## src/rtl/id_ex_stage.sv

```systemverilog
// id_ex_stage: decode-to-execute pipeline register.
// Captures the register-file operands and the decoded control bundle. Writeback
// data on the same cycle is bypassed around the register file. A load-use hazard
// inserts one bubble, stalls fetch/decode and is counted in a saturating counter.
module id_ex_stage #(
    parameter int unsigned CTRL_W      = 8,
    parameter int unsigned MEMREAD_BIT = 0,
    parameter int unsigned CNT_W       = 16
) (
    input  logic                     clk,
    input  logic                     rst_n,
    input  logic                     id_valid,
    input  logic [CTRL_W-1:0]        id_ctrl,
    input  logic [4:0]               id_rs,
    input  logic [4:0]               id_rt,
    input  logic [4:0]               id_rd,
    input  logic [31:0]              id_imm,
    input  logic [31:0]              id_pc,
    input  logic signed [31:0]       rf_data1,
    input  logic signed [31:0]       rf_data2,
    input  logic                     wb_we,
    input  logic [4:0]               wb_reg,
    input  logic [31:0]              wb_data,
    input  logic                     flush,
    input  logic                     hold,
    output logic                     ex_valid,
    output logic [CTRL_W-1:0]        ex_ctrl,
    output logic [4:0]               ex_rs,
    output logic [4:0]               ex_rt,
    output logic [4:0]               ex_rd,
    output logic [31:0]              ex_imm,
    output logic [31:0]              ex_pc,
    output logic signed [31:0]       ex_a,
    output logic signed [31:0]       ex_b,
    output logic                     stall,
    output logic [CNT_W-1:0]         bubble_cnt
);

    localparam logic [4:0]       ZERO_REG = 5'd0;
    localparam logic [CNT_W-1:0] CNT_MAX  = '1;
    localparam logic [CNT_W-1:0] CNT_ONE  = {{(CNT_W-1){1'b0}}, 1'b1};

    // What the stage does on the coming edge, in priority order.
    typedef enum logic [1:0] {
        UPD_CAPTURE,
        UPD_BUBBLE,
        UPD_HOLD,
        UPD_FLUSH
    } upd_e;

    // Pipeline registers and their next-state values.
    logic                    ex_valid_q,   ex_valid_d;
    logic [CTRL_W-1:0]       ex_ctrl_q,    ex_ctrl_d;
    logic [4:0]              ex_rs_q,      ex_rs_d;
    logic [4:0]              ex_rt_q,      ex_rt_d;
    logic [4:0]              ex_rd_q,      ex_rd_d;
    logic [31:0]             ex_imm_q,     ex_imm_d;
    logic [31:0]             ex_pc_q,      ex_pc_d;
    logic signed [31:0]      ex_a_q,       ex_a_d;
    logic signed [31:0]      ex_b_q,       ex_b_d;
    logic [CNT_W-1:0]        bubble_cnt_q, bubble_cnt_d;

    logic                    lu;
    logic                    byp_a;
    logic                    byp_b;
    logic signed [31:0]      op_a;
    logic signed [31:0]      op_b;
    upd_e                    upd;

    // Load-use hazard: a valid load in execute writes a register decode reads.
    always_comb begin
        lu = ex_valid_q
           & ex_ctrl_q[MEMREAD_BIT]
           & (ex_rt_q != ZERO_REG)
           & id_valid
           & ((ex_rt_q == id_rs) | (ex_rt_q == id_rt));
    end

    // Operand bypass: same-cycle writeback beats the stale register-file read.
    // Register 0 is hard-wired to zero and is never bypassed.
    always_comb begin
        byp_a = wb_we & (wb_reg != ZERO_REG) & (wb_reg == id_rs);
        byp_b = wb_we & (wb_reg != ZERO_REG) & (wb_reg == id_rt);
        op_a  = byp_a ? $signed(wb_data) : rf_data1;
        op_b  = byp_b ? $signed(wb_data) : rf_data2;
    end

    // Pick the update kind: flush beats hold, hold beats load-use bubble.
    always_comb begin
        upd = UPD_CAPTURE;
        if (flush) begin
            upd = UPD_FLUSH;
        end else if (hold) begin
            upd = UPD_HOLD;
        end else if (lu) begin
            upd = UPD_BUBBLE;
        end
    end

    // Fetch/decode must stop while this stage freezes or inserts a bubble,
    // unless a redirect is squashing the decode instruction anyway.
    assign stall = (hold | lu) & ~flush;

    // Next-state for every pipeline register.
    always_comb begin
        // NOTE: every target gets its held value first so no path through the
        // case below can leave one unassigned and infer a latch.
        ex_valid_d   = ex_valid_q;
        ex_ctrl_d    = ex_ctrl_q;
        ex_rs_d      = ex_rs_q;
        ex_rt_d      = ex_rt_q;
        ex_rd_d      = ex_rd_q;
        ex_imm_d     = ex_imm_q;
        ex_pc_d      = ex_pc_q;
        ex_a_d       = ex_a_q;
        ex_b_d       = ex_b_q;
        bubble_cnt_d = bubble_cnt_q;

        case (upd)
            UPD_FLUSH: begin
                ex_valid_d = 1'b0;
            end
            UPD_HOLD: begin
                // Everything, including the valid bit, stays frozen.
            end
            UPD_BUBBLE: begin
                ex_valid_d = 1'b0;
                if (bubble_cnt_q != CNT_MAX) begin
                    bubble_cnt_d = bubble_cnt_q + CNT_ONE;
                end
            end
            UPD_CAPTURE: begin
                ex_valid_d = id_valid;
                ex_ctrl_d  = id_ctrl;
                ex_rs_d    = id_rs;
                ex_rt_d    = id_rt;
                ex_rd_d    = id_rd;
                ex_imm_d   = id_imm;
                ex_pc_d    = id_pc;
                ex_a_d     = op_a;
                ex_b_d     = op_b;
            end
            default: begin
            end
        endcase
    end

    // State register with asynchronous clear.
    always_ff @(posedge clk or negedge rst_n) begin
        if (!rst_n) begin
            // NOTE: non-blocking assignments so every register samples the
            // pre-edge values, independent of statement order.
            ex_valid_q   <= 1'b0;
            ex_ctrl_q    <= '0;
            ex_rs_q      <= '0;
            ex_rt_q      <= '0;
            ex_rd_q      <= '0;
            ex_imm_q     <= '0;
            ex_pc_q      <= '0;
            ex_a_q       <= '0;
            ex_b_q       <= '0;
            bubble_cnt_q <= '0;
        end else begin
            ex_valid_q   <= ex_valid_d;
            ex_ctrl_q    <= ex_ctrl_d;
            ex_rs_q      <= ex_rs_d;
            ex_rt_q      <= ex_rt_d;
            ex_rd_q      <= ex_rd_d;
            ex_imm_q     <= ex_imm_d;
            ex_pc_q      <= ex_pc_d;
            ex_a_q       <= ex_a_d;
            ex_b_q       <= ex_b_d;
            bubble_cnt_q <= bubble_cnt_d;
        end
    end

    assign ex_valid   = ex_valid_q;
    assign ex_ctrl    = ex_ctrl_q;
    assign ex_rs      = ex_rs_q;
    assign ex_rt      = ex_rt_q;
    assign ex_rd      = ex_rd_q;
    assign ex_imm     = ex_imm_q;
    assign ex_pc      = ex_pc_q;
    assign ex_a       = ex_a_q;
    assign ex_b       = ex_b_q;
    assign bubble_cnt = bubble_cnt_q;

endmodule

```

## config.mk

```make
export PLATFORM = sky130hd
export DESIGN_NAME = id_ex_stage
export DESIGN_NICKNAME = d
export VERILOG_FILES = /design/src/rtl/id_ex_stage.sv
export SDC_FILE = /design/constraint.sdc
export NUM_CORES = 1
export LEC_CHECK = 0
export ABC_AREA = 0
export BUFFER_PORTS_ARGS = -buffer_cell sky130_fd_sc_hd__buf_2
export CAP_MARGIN = 20
export CORE_ASPECT_RATIO = 1.1
export CORE_MARGIN = 5
export CORE_UTILIZATION = 23
export CTS_CLUSTER_DIAMETER = 50
export DETAILED_ROUTE_END_ITERATION = 12
export PLACE_DENSITY = 0.52
export SLEW_MARGIN = 20
export SYNTH_ARGS = -nofsm -noshare
export SYNTH_HDL_FRONTEND = slang
export SYNTH_SLANG_ARGS = --single-unit
```

## constraint.sdc

```tcl
create_clock -name clk -period 1.7 [get_ports clk]
set_input_delay 0.17 -clock clk [delete_from_list [all_inputs] [get_ports clk]]
set_output_delay 0.17 -clock clk [all_outputs]
set_load 0.02 [all_outputs]
```

==> results.yml <==
sta:
  worst_slew_pin_slew_ps: 421
  slew_viol_final: 0
  max_freq_ghz: 0.501
  setup_viol: 154
  fin_worst_skew_ps: 9.17
  fin_crit_sh_pct: 117
  finalHoldViolCount: 0
  rsz0062_at_grt: "yes"
  period_needed_ps: 1990
  worst_hold_slack_ps: 47.9
  setup_ws_ps: -295
  relSlewSlack_pct: 71.9
worst_setup_path:
  critPathKind: "flop to flop"
  path_max_fanout: 18
  cp.required_ps: 2020
  crit_path_end_kind: "flop"
  start_kind: "flop"
  cp.arrival_ps: 2310
  r2r.worst_path.cells: 8
cts:
  htreeDepth: 4
  clkTransAtPathRegs_ps: 70
  clock_latency_ps: 440
  cts_tree: "yes"
  cts_made_buffers: 17
  root_buffer: "clkbuf_16"
  clkSinkCount: 168
  cts_max_path_buffers: 2
power:
  seqPwrFrac_pct: 39.5
  intPower_w: 0.00852
  swShare_pct: 31.0
  totalPowerFinal_w: 0.0123
  comb_power_share_pct: 27.3
  ir_drop_mv: 0.653
  power_switching_w: 0.00383
  power_frac_clock_pct: 33.2
  p_leak_nw: 6.24
  p_per_area_nw_per_um2: 966
logic_synthesis:
  synthTopCellsByArea: "dfrtp_1, mux2_4, mux2_2, xnor2_1, nand3_1"
  yosysWarnings: 0
  yosysSeqAreaShare_pct: 52.8
  syn_nets: 701
  synthDistinctLibCells: 29
  async_flop_share_pct: 100
  synth_top_area_cell: "dfrtp_1"
  netlist_top_cells_count: "dfrtp_1, mux2_4, mux2_2"
  synth_seq_cells: 168
  syn-cell-area_um2: 7970
  postSynthCellCount: 506
  synth_area_per_cell_um2: 15.7
  yosysTopAreaCellShare_pct: 52.8
  yosysMostFrequentCell: "dfrtp_1"
  synthFlopType: "dfrtp_1"
  synth-edff-count: 0
die:
  initial_core_util_pct: 23.3
  fp.dieH_um: 205
  row_count: 71
  core_area_um2: 34200
  die_x_um: 187
  dieArea_um2: 38500
  io_pins: 363
finish:
  multi_input_area_um2: 3910
  num-fill-cells: 3298
  area_delta_synth_final_pct: 60.4
  final_cells: 1467
  nets: 1211
  drive_gt1_share_pct: 68.8
  diodes: 0
  fin_util_pct: 37.4
  seq_area_um2: 4210
route:
  ant_nets: 0
  drc: 0
  dr.first_iter.drc_count: 115
  detail_route.first_pass.iterations: 6
  wl_per_cell_um: 17.2
  vias: 6020
  drt-vias-per-instance: 4.10
  wl_um: 25300
hold_path:
  hold_class: "input port to flop"
  hold_depth: 2
placement:
  gp_congestion: 0.761
  placedCellCount: 1344
  port_buffers: 362
  place_ws_ps: -347
  dp_hpwl_um: 18700
global_routing:
  grt_pass1_wl_um: 39000
  grt_util_all_layers_pct: 13.0
  grt_antenna_before_repair: 0
  first_global_vias: 6845
  grt_max_degree: 67
  grt-ovfl-total: 0
status:
  status: "complete, but fails checks"
  violations: "negative setup slack"
flow_run:
  cap_violations: 0
## per-stage QoR
step                TNS [ps]  area (um2)
floorplan             -17690        8090
global placement      -39790       10900
detailed placement    -41580       10900
CTS                   -41180       12700
global route          -50960       12800
finish                -37960       12800
## flip-flops by register name (all words and copies together), names as in the netlist, 5 cells and up
| name | cells |
|---|---|
| ex_rd | 5 |
| ex_rt | 5 |
| ex_pc | 32 |
| ex_ctrl | 8 |
| bubble_cnt | 16 |
| ex_a | 32 |
| ex_b | 32 |
| ex_imm | 32 |
| ex_rs | 5 |
## placed cells by master, fill, tap and decap left out, types with 4 or more instances in the layout
master | Yosys | layout
buf_6 | 6 | 7
xnor2_1 | 31 | 26
and3_1 | 5 | 4
buf_12 | 0 | 16
nand2_1 | 8 | 8
nand3_1 | 14 | 12
dfrtp_2 | 0 | 7
buf_4 | 5 | 42
buf_8 | 0 | 5
xor2_1 | 4 | 4
mux2_4 | 120 | 181
nor2_1 | 6 | 5
buf_2 | 11 | 360
nand4_1 | 7 | 7
xnor2_2 | 0 | 5
dfrtp_1 | 168 | 161
inv_6 | 0 | 5
clkbuf_16 | 0 | 17
dlygate4sd3_1 | 0 | 82
mux2_2 | 96 | 35
## path summary, 6_finish.rpt
kind / from / end / slack (ps)
min in group asynchronous: rst_n / bubble_cnt[4] / 140
setup reg to reg: ex_rt[0] / ex_b[25] / -290
hold / removal: id_rs[2] / ex_rs[2] / 50
max in group asynchronous: rst_n / ex_b[25] / 880
hold reg to reg: ex_ctrl[5] / ex_ctrl[5] / 500
setup / recovery: ex_rt[0] / ex_b[25] / -290
## layout make-up
cell class              instances  share of cell area (%)
repair buffers                515                    27.3
flip-flops and latches        168                    33.0
multi-input cells             312                    30.6
inverters                       2                  0.0587
clock buffers                  17                    3.33
well taps                     438                    4.29
clock inverters                15                    1.44
## cells by family after synthesis
kind of cell | Yosys count | synth area share, %
flip-flops | 168 | 52.8
buffers and inverters | 26 | 2.20
multiplexers | 216 | 36.2
XOR/XNOR | 35 | 3.85
AND/OR/NAND/NOR | 52 | 3.93
AO/OA/AOI/OAI | 8 | 0.926
adder cells (fa/ha/maj) | 1 | 0.157
## power groups by stage
stage                     registers, W  logic [W]  clock network [W]
after floorplan                0.00560    0.00104                  0
after CTS                      0.00488    0.00335            0.00428
after detailed placement       0.00494    0.00302                  0
after global routing           0.00495    0.00357            0.00442
after global placement         0.00493    0.00300                  0
final                          0.00488    0.00336            0.00410
## repair_timing
item                                   4_1_cts  5_1_grt
cloned                                       1        0
endpoints found under the hold margin      192        0
pin swaps                                    7        6
gates resized for setup                     68       19
hold buffers                                82        0
setup endpoints to repair                  167      167
setup buffers                                6        2
## metal layers
layer / GRT usage (%) / vias to the layer above / wire, um
met5: 0 / - / 0
met3: 5.40 / 38 / 2140
li1: - / 2838 / -
met1: 15.3 / 2888 / 10600
met2: 21.4 / 256 / 11900
met4: 4.72 / 0 / 635
## worst max-delay path, cell delays in order, from the launching register on
cell      delay (ps)
dfrtp_2          470
xnor2_2          160
nand3_2           90
o22ai_4           90
buf_6            120
a21boi_4         220
buf_12           200
buf_16           190
mux2_4           320
Power figures use the tool's default switching activity.
